$ cat src/rtl/ask2_modulator.sv
// 2ASK modulator: gates a ROM carrier by a serial bit stream.
// Optional ASK2_UNDERRUN_CNT_EN adds a saturating underrun counter.
module ask2_modulator #(
  parameter int          CYC_PER_BIT = 4,
  parameter logic [15:0] ZERO_LEVEL  = 16'h8000
) (
  input  logic        clka,
  input  logic        rst_n,
  input  logic        bit_in,
  input  logic        bit_valid,
  output logic        bit_ready,
  output logic [3:0]  addra,
  input  logic [15:0] douta,
  output logic [15:0] mod_out,
  output logic        mod_valid,
  output logic        sym_start
`ifdef ASK2_UNDERRUN_CNT_EN
  ,
  output logic [7:0]  underrun_cnt
`endif
);

  localparam int N  = 16 * CYC_PER_BIT;
  localparam int SW = $clog2(N);
  localparam logic [SW-1:0] SLAST = SW'(N - 1);

  typedef enum logic [1:0] {
    IDLE,
    RUN,
    DRAIN
  } state_t;

  typedef struct packed {
    logic vld;
    logic dat;
    logic first;
  } tag_t;

  state_t        state;
  state_t        state_n;
  logic [SW-1:0] s;
  logic [SW-1:0] s_n;
  logic [3:0]    addra_n;
  logic          cur_bit;
  logic          cur_bit_n;
  logic          drn;
  logic          drn_n;
  logic          last;
  logic          rdy;
  tag_t          tag0;
  tag_t          tag0_n;
  tag_t          tag1;

  assign last      = (s == SLAST);
  // Ready is held low while reset is asserted.
  assign bit_ready = rdy & rst_n;

  // Sequencer: phase/sample counters and the tag of the issued address.
  always_comb begin
    state_n   = state;
    s_n       = s;
    addra_n   = addra;
    cur_bit_n = cur_bit;
    drn_n     = drn;
    tag0_n    = '0;
    rdy       = 1'b0;
    unique case (state)
      IDLE: begin
        rdy = 1'b1;
        if (bit_valid) begin
          state_n   = RUN;
          cur_bit_n = bit_in;
          s_n       = '0;
          addra_n   = 4'd0;
          tag0_n    = {1'b1, bit_in, 1'b1};
        end
      end
      RUN: begin
        rdy     = last;
        addra_n = addra + 4'd1;
        s_n     = s + 1'b1;
        tag0_n  = {1'b1, cur_bit, 1'b0};
        if (last) begin
          if (bit_valid) begin
            cur_bit_n = bit_in;
            s_n       = '0;
            tag0_n    = {1'b1, bit_in, 1'b1};
          end else begin
            state_n = DRAIN;
            addra_n = 4'd0;
            s_n     = '0;
            drn_n   = 1'b0;
            tag0_n  = '0;
          end
        end
      end
      DRAIN: begin
        if (drn) begin
          state_n = IDLE;
        end else begin
          drn_n = 1'b1;
        end
      end
      default: begin
        state_n = IDLE;
      end
    endcase
  end

  // State and issue-stage registers.
  always_ff @(posedge clka or negedge rst_n) begin
    if (!rst_n) begin
      state   <= IDLE;
      s       <= '0;
      addra   <= 4'd0;
      cur_bit <= 1'b0;
      drn     <= 1'b0;
      tag0    <= '0;
    end else begin
      state   <= state_n;
      s       <= s_n;
      addra   <= addra_n;
      cur_bit <= cur_bit_n;
      drn     <= drn_n;
      tag0    <= tag0_n;
    end
  end

  // Tag delay through ROM latency, then the gated output register.
  always_ff @(posedge clka or negedge rst_n) begin
    if (!rst_n) begin
      tag1      <= '0;
      mod_out   <= ZERO_LEVEL;
      mod_valid <= 1'b0;
      sym_start <= 1'b0;
    end else begin
      tag1      <= tag0;
      mod_valid <= tag1.vld;
      sym_start <= tag1.vld & tag1.first;
      mod_out   <= (tag1.vld & tag1.dat) ? douta : ZERO_LEVEL;
    end
  end

`ifdef ASK2_UNDERRUN_CNT_EN
  logic under;

  assign under = (state == RUN) && last && !bit_valid;

  // Count RUN->DRAIN transitions, saturating at 255.
  always_ff @(posedge clka or negedge rst_n) begin
    if (!rst_n) begin
      underrun_cnt <= 8'd0;
    end else if (under && underrun_cnt != 8'hFF) begin
      underrun_cnt <= underrun_cnt + 8'd1;
    end
  end
`endif

endmodule

$ cat config.mk
export PLATFORM = sky130hd
export DESIGN_NAME = ask2_modulator
export DESIGN_NICKNAME = d
export VERILOG_FILES = /design/src/rtl/ask2_modulator.sv
export SDC_FILE = /design/constraint.sdc
export NUM_CORES = 1
export LEC_CHECK = 0
export CORE_ASPECT_RATIO = 0.75
export CORE_UTILIZATION = 41
export CTS_CLUSTER_DIAMETER = 50
export DETAILED_ROUTE_END_ITERATION = 10
export GPL_ROUTABILITY_DRIVEN = 0
export PLACE_DENSITY = 0.82
export SYNTH_ARGS = -nofsm -noshare
export SYNTH_HDL_FRONTEND = slang
export SYNTH_SLANG_ARGS = --single-unit
export TNS_END_PERCENT = 5
$ cat constraint.sdc
create_clock -name clka -period 1.9 [get_ports clka]
set_clock_uncertainty 0.2 [all_clocks]
set_input_delay 0.38 -clock clka [delete_from_list [all_inputs] [get_ports clka]]
set_output_delay 0.38 -clock clka [all_outputs]
set_load 0.005 [all_outputs]
==> flow_summary_export.csv <==
group,metric,value,unit
outcome,status,"finished with violations",
outcome,violations,"DRC, setup timing",
sta,period_share,100,%
placed_design,place_ws,-0.182,ns
detailed_routing,viasPerCell,5.34,
sta,tightest_slew,0.471,ns
detailed_routing,final_antenna_net_count,0,
logic_synthesis,synth_compound_area_share,10.3,%
hold_path,hold_path.class,"flip-flop to flip-flop",
power,p_comb_share,38.8,%
die,ios,43,
final_layout,utilization,64.6,%
power,p_leak,1.00,nW
critical_path,r2r_start,"s[1]",
logic_synthesis,syn_nets,140,
final_layout,layout-drive-gt1-share,19.9,%
global_route,grt_overflow,0,
power,p_seq_share,43.5,%
critical_path,ff2ff_setup_slack,0.13,ns
clocking,cts_root_buf,"clkbuf_8",
detailed_routing,first_pass_iters,7,
power,power.internal,0.00203,W
logic_synthesis,yosys_warnings,0,
critical_path,cp.required,1.32,ns
global_route,grt_pass1_vias,1231,
critical_path,r2r-end,"addra[3]",
logic_synthesis,async_reset_ff_share,100,%
global_route,grt_pass1_wl,6090,um
power,p_sw_share,30.6,%
critical_path,setup.worst_path.start_class,"flip-flop",
clocking,cts.reportedPaths.clkPinSlew,0.07,ns
sta,rsz0062_at_grt,"yes",
final_layout,antenna_cells,0,
power,power_frac_clock,17.8,%
sta,drv_slew,0,
logic_synthesis,synth_cells,118,
detailed_routing,wl_per_cell,16.5,um
critical_path,crit_path_start,"s[1]",
placed_design,numPortBuffers,42,
logic_synthesis,synth_top_family_by_area,"simple AND/OR/NAND/NOR gates",
logic_synthesis,synth.avg_cell_area,12.5,um^2
logic_synthesis,synth_xor_area_share,0,%
detailed_routing,drtIter0Drc,91,
clocking,clockBufferDepth,2,
sta,slew_headroom,68.6,%
logic_synthesis,yosys_most_used_dff,"dfrtp_1",
die,start_util,44.0,%
power,p_total,0.00293,W
logic_synthesis,yosys.area_share.adder,1.69,%
logic_synthesis,synth_cell_type_count,32,
detailed_routing,wl,3640,um
critical_path,reg2reg_depth,5,
logic_synthesis,synth-simple-area-share,17.3,%
clocking,ctsHtreeMaxLevel,2,
final_layout,area_growth,46.7,%
logic_synthesis,yosys-top-cells-count,"dfrtp_1 (37), and3_1 (15), nand2_1 (10)",
detailed_routing,dr_total_vias,1180,
critical_path,endpoint,"bit_ready",
power,p_per_area,1350,nW/um^2
critical_path,critPathMaxFanout,2,
sta,setup_violations,1,
sta,period_needed,1.91,ns
die,core_area,3360,um^2
detailed_routing,post-route-drc-count,3,
sta,finalHoldViolations,0,
placed_design,place_hpwl,2560,um
logic_synthesis,ys_top_cells_by_area,"dfrtp_1 (63%), and3_1 (6.4%), nand2_1 (2.5%), mux2_2 (2.3%), a32o_1 (2.0%)",
logic_synthesis,ys_ff_latch,38,
clocking,numCtsBuffers,5,
die,design.die.area,3850,um^2
power,peakVddDrop,0.931,mV
global_route,grt_use_total,22.4,%
sta,fmax,0.524,GHz
critical_path,arrival,1.33,ns
global_route,grt_max_degree,39,
clocking,cts_sinks,38,
logic_synthesis,yosys.area.top_type,"dfrtp_1",
die,die_x,71.3,um
die,die_y,54.0,um
logic_synthesis,synth-edff-count,0,
sta,layout_setup_ws,-0.00919,ns
logic_synthesis,synth_seq_area_share,64.4,%
logic_synthesis,netlist_area,1480,um^2
clocking,clk_latency,0.29,ns
clocking,cts_tree,"done",
critical_path,crit_path_end_kind,"primary output",
final_layout,fin_nets,203,
power,p_sw,0.000894,W
global_route,antenna_found_initial,0,
die,fp-row-count,18,
job,max_cap_violations,0,
logic_synthesis,yosys.area.top_type_share,62.7,%
logic_synthesis,synthMuxAreaShare,4.32,%
logic_synthesis,yosysMostFrequentCell,"dfrtp_1",
critical_path,path_class,"flip-flop to primary output",
cells by family after synthesis:
group                      count (synthesis)
adders and majority gates                  2
buffers and inverters                      7
AOI/OAI and AO/OA                         21
muxes                                      6
DFF                                       38
and+or+nand+nor                           44
worst min path at each step:
stage | depth (start not counted) | endpoint | slack (ns) | start
floorplan | 0 | addra[0] | -0.12 | rst_n
global placement | 0 | tag1[2] | 0.13 | tag0[2]
detailed placement | 0 | tag1[0] | 0.14 | tag0[0]
CTS | 0 | tag1[0] | 0.16 | tag0[0]
global route | 0 | tag1[0] | 0.17 | tag0[0]
finish | 0 | tag1[0] | 0.16 | tag0[0]
layer usage:
layer	GRT usage, %	wire [um]	up-vias
met1	26.3	1570	593
met2	39.5	1870	30
met4	11.0	79	0
met5	0	0	-
li1	-	-	548
met3	5.43	122	9
worst max-delay path, stage by stage, from the launching register on:
cell and delay, ns:
dfrtp_1 0.40, ha_4 0.17, nand3_4 0.06, o21ai_2 0.13
and3_4 0.20, buf_6 0.09
stage by stage:
step                cell area, um^2  hold slack [ns]  setup TNS [ns]  std cells
global placement               2020            0.133          -0.584        209
CTS                            2150            0.157        -0.00908        220
floorplan                      1480           -0.116               0        118
finish                         2170            0.155        -0.00919        221
detailed placement             2020            0.142           -1.63        209
global route                   2170            0.165         -0.0775        221
flip-flops by register name (all words and copies together), names as in the netlist:
register,cells
state,2
drn,1
addra,4
tag1,3
mod_valid,1
cur_bit,1
tag0,3
mod_out,16
s,6
sym_start,1
power by group through the flow:
stage | logic, W | registers (W) | clock network, W
2_1_floorplan | 0.000447 | 0.00127 | 0
3_3_place_gp | 0.000989 | 0.00125 | 0
5_1_grt | 0.00124 | 0.00131 | 0.000563
4_1_cts | 0.00111 | 0.00127 | 0.000529
3_5_place_dp | 0.00105 | 0.00127 | 0
6_report | 0.00113 | 0.00127 | 0.000519
layout by cell type, fill, tap and decap left out, types with 4 or more instances in the layout:
cell type	instances
dfrtp_1	37
and3_1	15
nand2_1	10
buf_4	17
o21ai_0	5
clkdlybuf4s50_1	39
nor2_1	5
a21oi_1	4
clkbuf_8	5
repair_timing:
item | in CTS | in global routing
setup endpoints to repair | 1 | 4
endpoints found under the hold margin | 37 | 0
hold buffers | 1 | 0
cloned | 0 | 0
buffers inserted | 3 | 1
pin swaps | 3 | 0
resized for setup | 9 | 2
final cells by class:
| type | instances | area, um^2 |
|---|---|---|
| clock buffer | 7 | 76.3 |
| fill | 243 | 1190 |
| inverter | 3 | 11.3 |
| multi-input combinational | 73 | 520 |
| sequential | 38 | 952 |
| tap | 40 | 50.0 |
| timing repair buffer | 60 | 557 |
Note: power is estimated with default switching activity, not from simulation.
==> patch, RTL diff (config.mk and constraints unchanged) <==
Change the parameter `CYC_PER_BIT` from 4 to 2.
--- a/src/rtl/ask2_modulator.sv
+++ b/src/rtl/ask2_modulator.sv
@@ -1,7 +1,7 @@
 // 2ASK modulator: gates a ROM carrier by a serial bit stream.
 // Optional ASK2_UNDERRUN_CNT_EN adds a saturating underrun counter.
 module ask2_modulator #(
-  parameter int          CYC_PER_BIT = 4,
+  parameter int          CYC_PER_BIT = 2,
   parameter logic [15:0] ZERO_LEVEL  = 16'h8000
 ) (
   input  logic        clka,
Function: same outputs for any inputs over 10 cycles, from zero or initial values and one cycle with rst_n low; that may be too few to reach the edited logic, so the function may still have changed.
==> patch against the unedited design <==
The flow finishes with violations (negative setup slack). Design area down 1.4%. Wire length down 20%. Utilization up 0.38 points. Maximum frequency down 12%. Total power up 2.4%. Worst hold slack worse by 0.0026 ns. Critical endpoint unchanged. Setup slack worse by 0.25 ns. Sequential cell count down 1. Synthesized area down 4.0%.
==> patch: results (changes against the unedited design) <==
The flow ran to the end, but the final reports show violations. The final reports fail on negative setup slack. The worst hold path begins at tag0[2]$_DFF_PN0_. The count of TritonRoute iterations in the first routing pass is 3 (-4), and the number of clock sinks seen by CTS is 37 (-2.6%). Final sum of negative setup slack: -0.3185 ns (-0.3093 ns).

The tools report the clock tree buffer count of the final layout as 6 (-1). The total leakage power was 1.004 nW (+0.42%); the transition time at the pin with the least slew margin was 0.4471 ns (-0.02338 ns). The ratio of cells with drive above 1 in the final layout is 22.54% (+2.7 points). The global routing met3 resource utilization is 6.095% (+0.66 points). Routed via count divided by cell count: 4.897 (-8.3%). The largest registers in the layout are mod_out: 16 flops, s: 5 flops, addra: 4 flops. The final count of negative-setup-slack endpoints was 2 (+1); the register-to-register path setup slack was -0.06 ns (-0.19 ns). The run gives 0.0009086 V (-2.4%) as the largest vdd supply drop.

The launching element of the worst setup path is s[0]$_DFFE_PN0P_. Share of the synthesized area in the top cell type: 63.49% (+0.83 points). The path with the worst hold slack has its endpoint at tag1[2]$_DFF_PN0_. The adder-cell area share of the yosys netlist was 3.527% (+1.8 points). The met1 track demand over resource came out at 20.34% (-6.0 points). The logs give 489.2 um2 (-6.0%) for the area taken by multi-input logic gates and 1 (-2) for the buffers inserted during post-CTS setup optimization. Number of non-clock inverters: 1 (-2). For the post-synthesis net count, the log shows 133 (-5.0%). The endpoint identified for the worst register-to-register timing path is cur_bit$_DFFE_PN0P_. The run gives 1963 um (-23%) as the HPWL after detailed placement. The post-detailed-route wirelength per cell is 13.63 um (-17%). The tools report the count of different cell masters after synthesis as 31 (-3.1%). The met2 usage in global routing came out at 28.37% (-11 points). By area the synthesized netlist is led by dfrtp_1 (63%), and3_1 (7.1%), ha_1 (3.5%), nor2_1 (2.1%), dfstp_2 (1.9%). The fraction of cell area in non-clock buffers was 26.13% (+0.43 points).

After synthesis, the most frequently instantiated cells are dfrtp_1 (36), and3_1 (16), nor2_1 (8). The multiplexer share of the synthesized area is 2.469% (-1.8 points), and the detailed router's first-iteration violation count is 58 (-36%). The layout net count was 196 (-3.4%). The via count of the first global-routing pass was 1,053 (-14%); the area fraction in compound gates after synthesis was 8.818% (-1.5 points). The non-clock buffer count in the final layout is 61 (+1.7%). Dominant delay contributor by cell family on the critical path: simple AND/OR/NAND/NOR gates.

The number of inserted filler cells in the final layout came out at 237 (-2.5%). The fraction of area in registers is 43.41% (-0.53 points), and the slack of the critical path is -0.2633 ns (-0.2541 ns).
## patch: stage by stage
step	instance area (um2)	hold WS, ns	instances	worst slack [ns]	power, mW
floorplan	1419	-0.1156	109	0.004964	1.685
global placement	1981	0.1348	202	-0.3397	2.232
detailed placement	1981	0.1404	202	-0.3801	2.292
CTS	2118	0.1581	211	-0.2591	2.999
global route	2136	0.1640	213	-0.3260	3.190
finish	2136	0.1524	213	-0.2633	2.997
## patch: power groups by stage
stage / Sequential, mW / Combinational, mW / Clock [mW]
floorplan: 1.23 / 0.453 / 0
global placement: 1.23 / 1.00 / 0
detailed placement: 1.25 / 1.04 / 0
CTS: 1.24 / 1.08 / 0.671
global route: 1.28 / 1.21 / 0.705
finish: 1.24 / 1.10 / 0.656
## patch: layer usage
layer  up-vias  wire length (um)
met4         0                10
met2        39              1319
met5         -                 0
li1        506                 -
met3         2               213
met1       496              1360
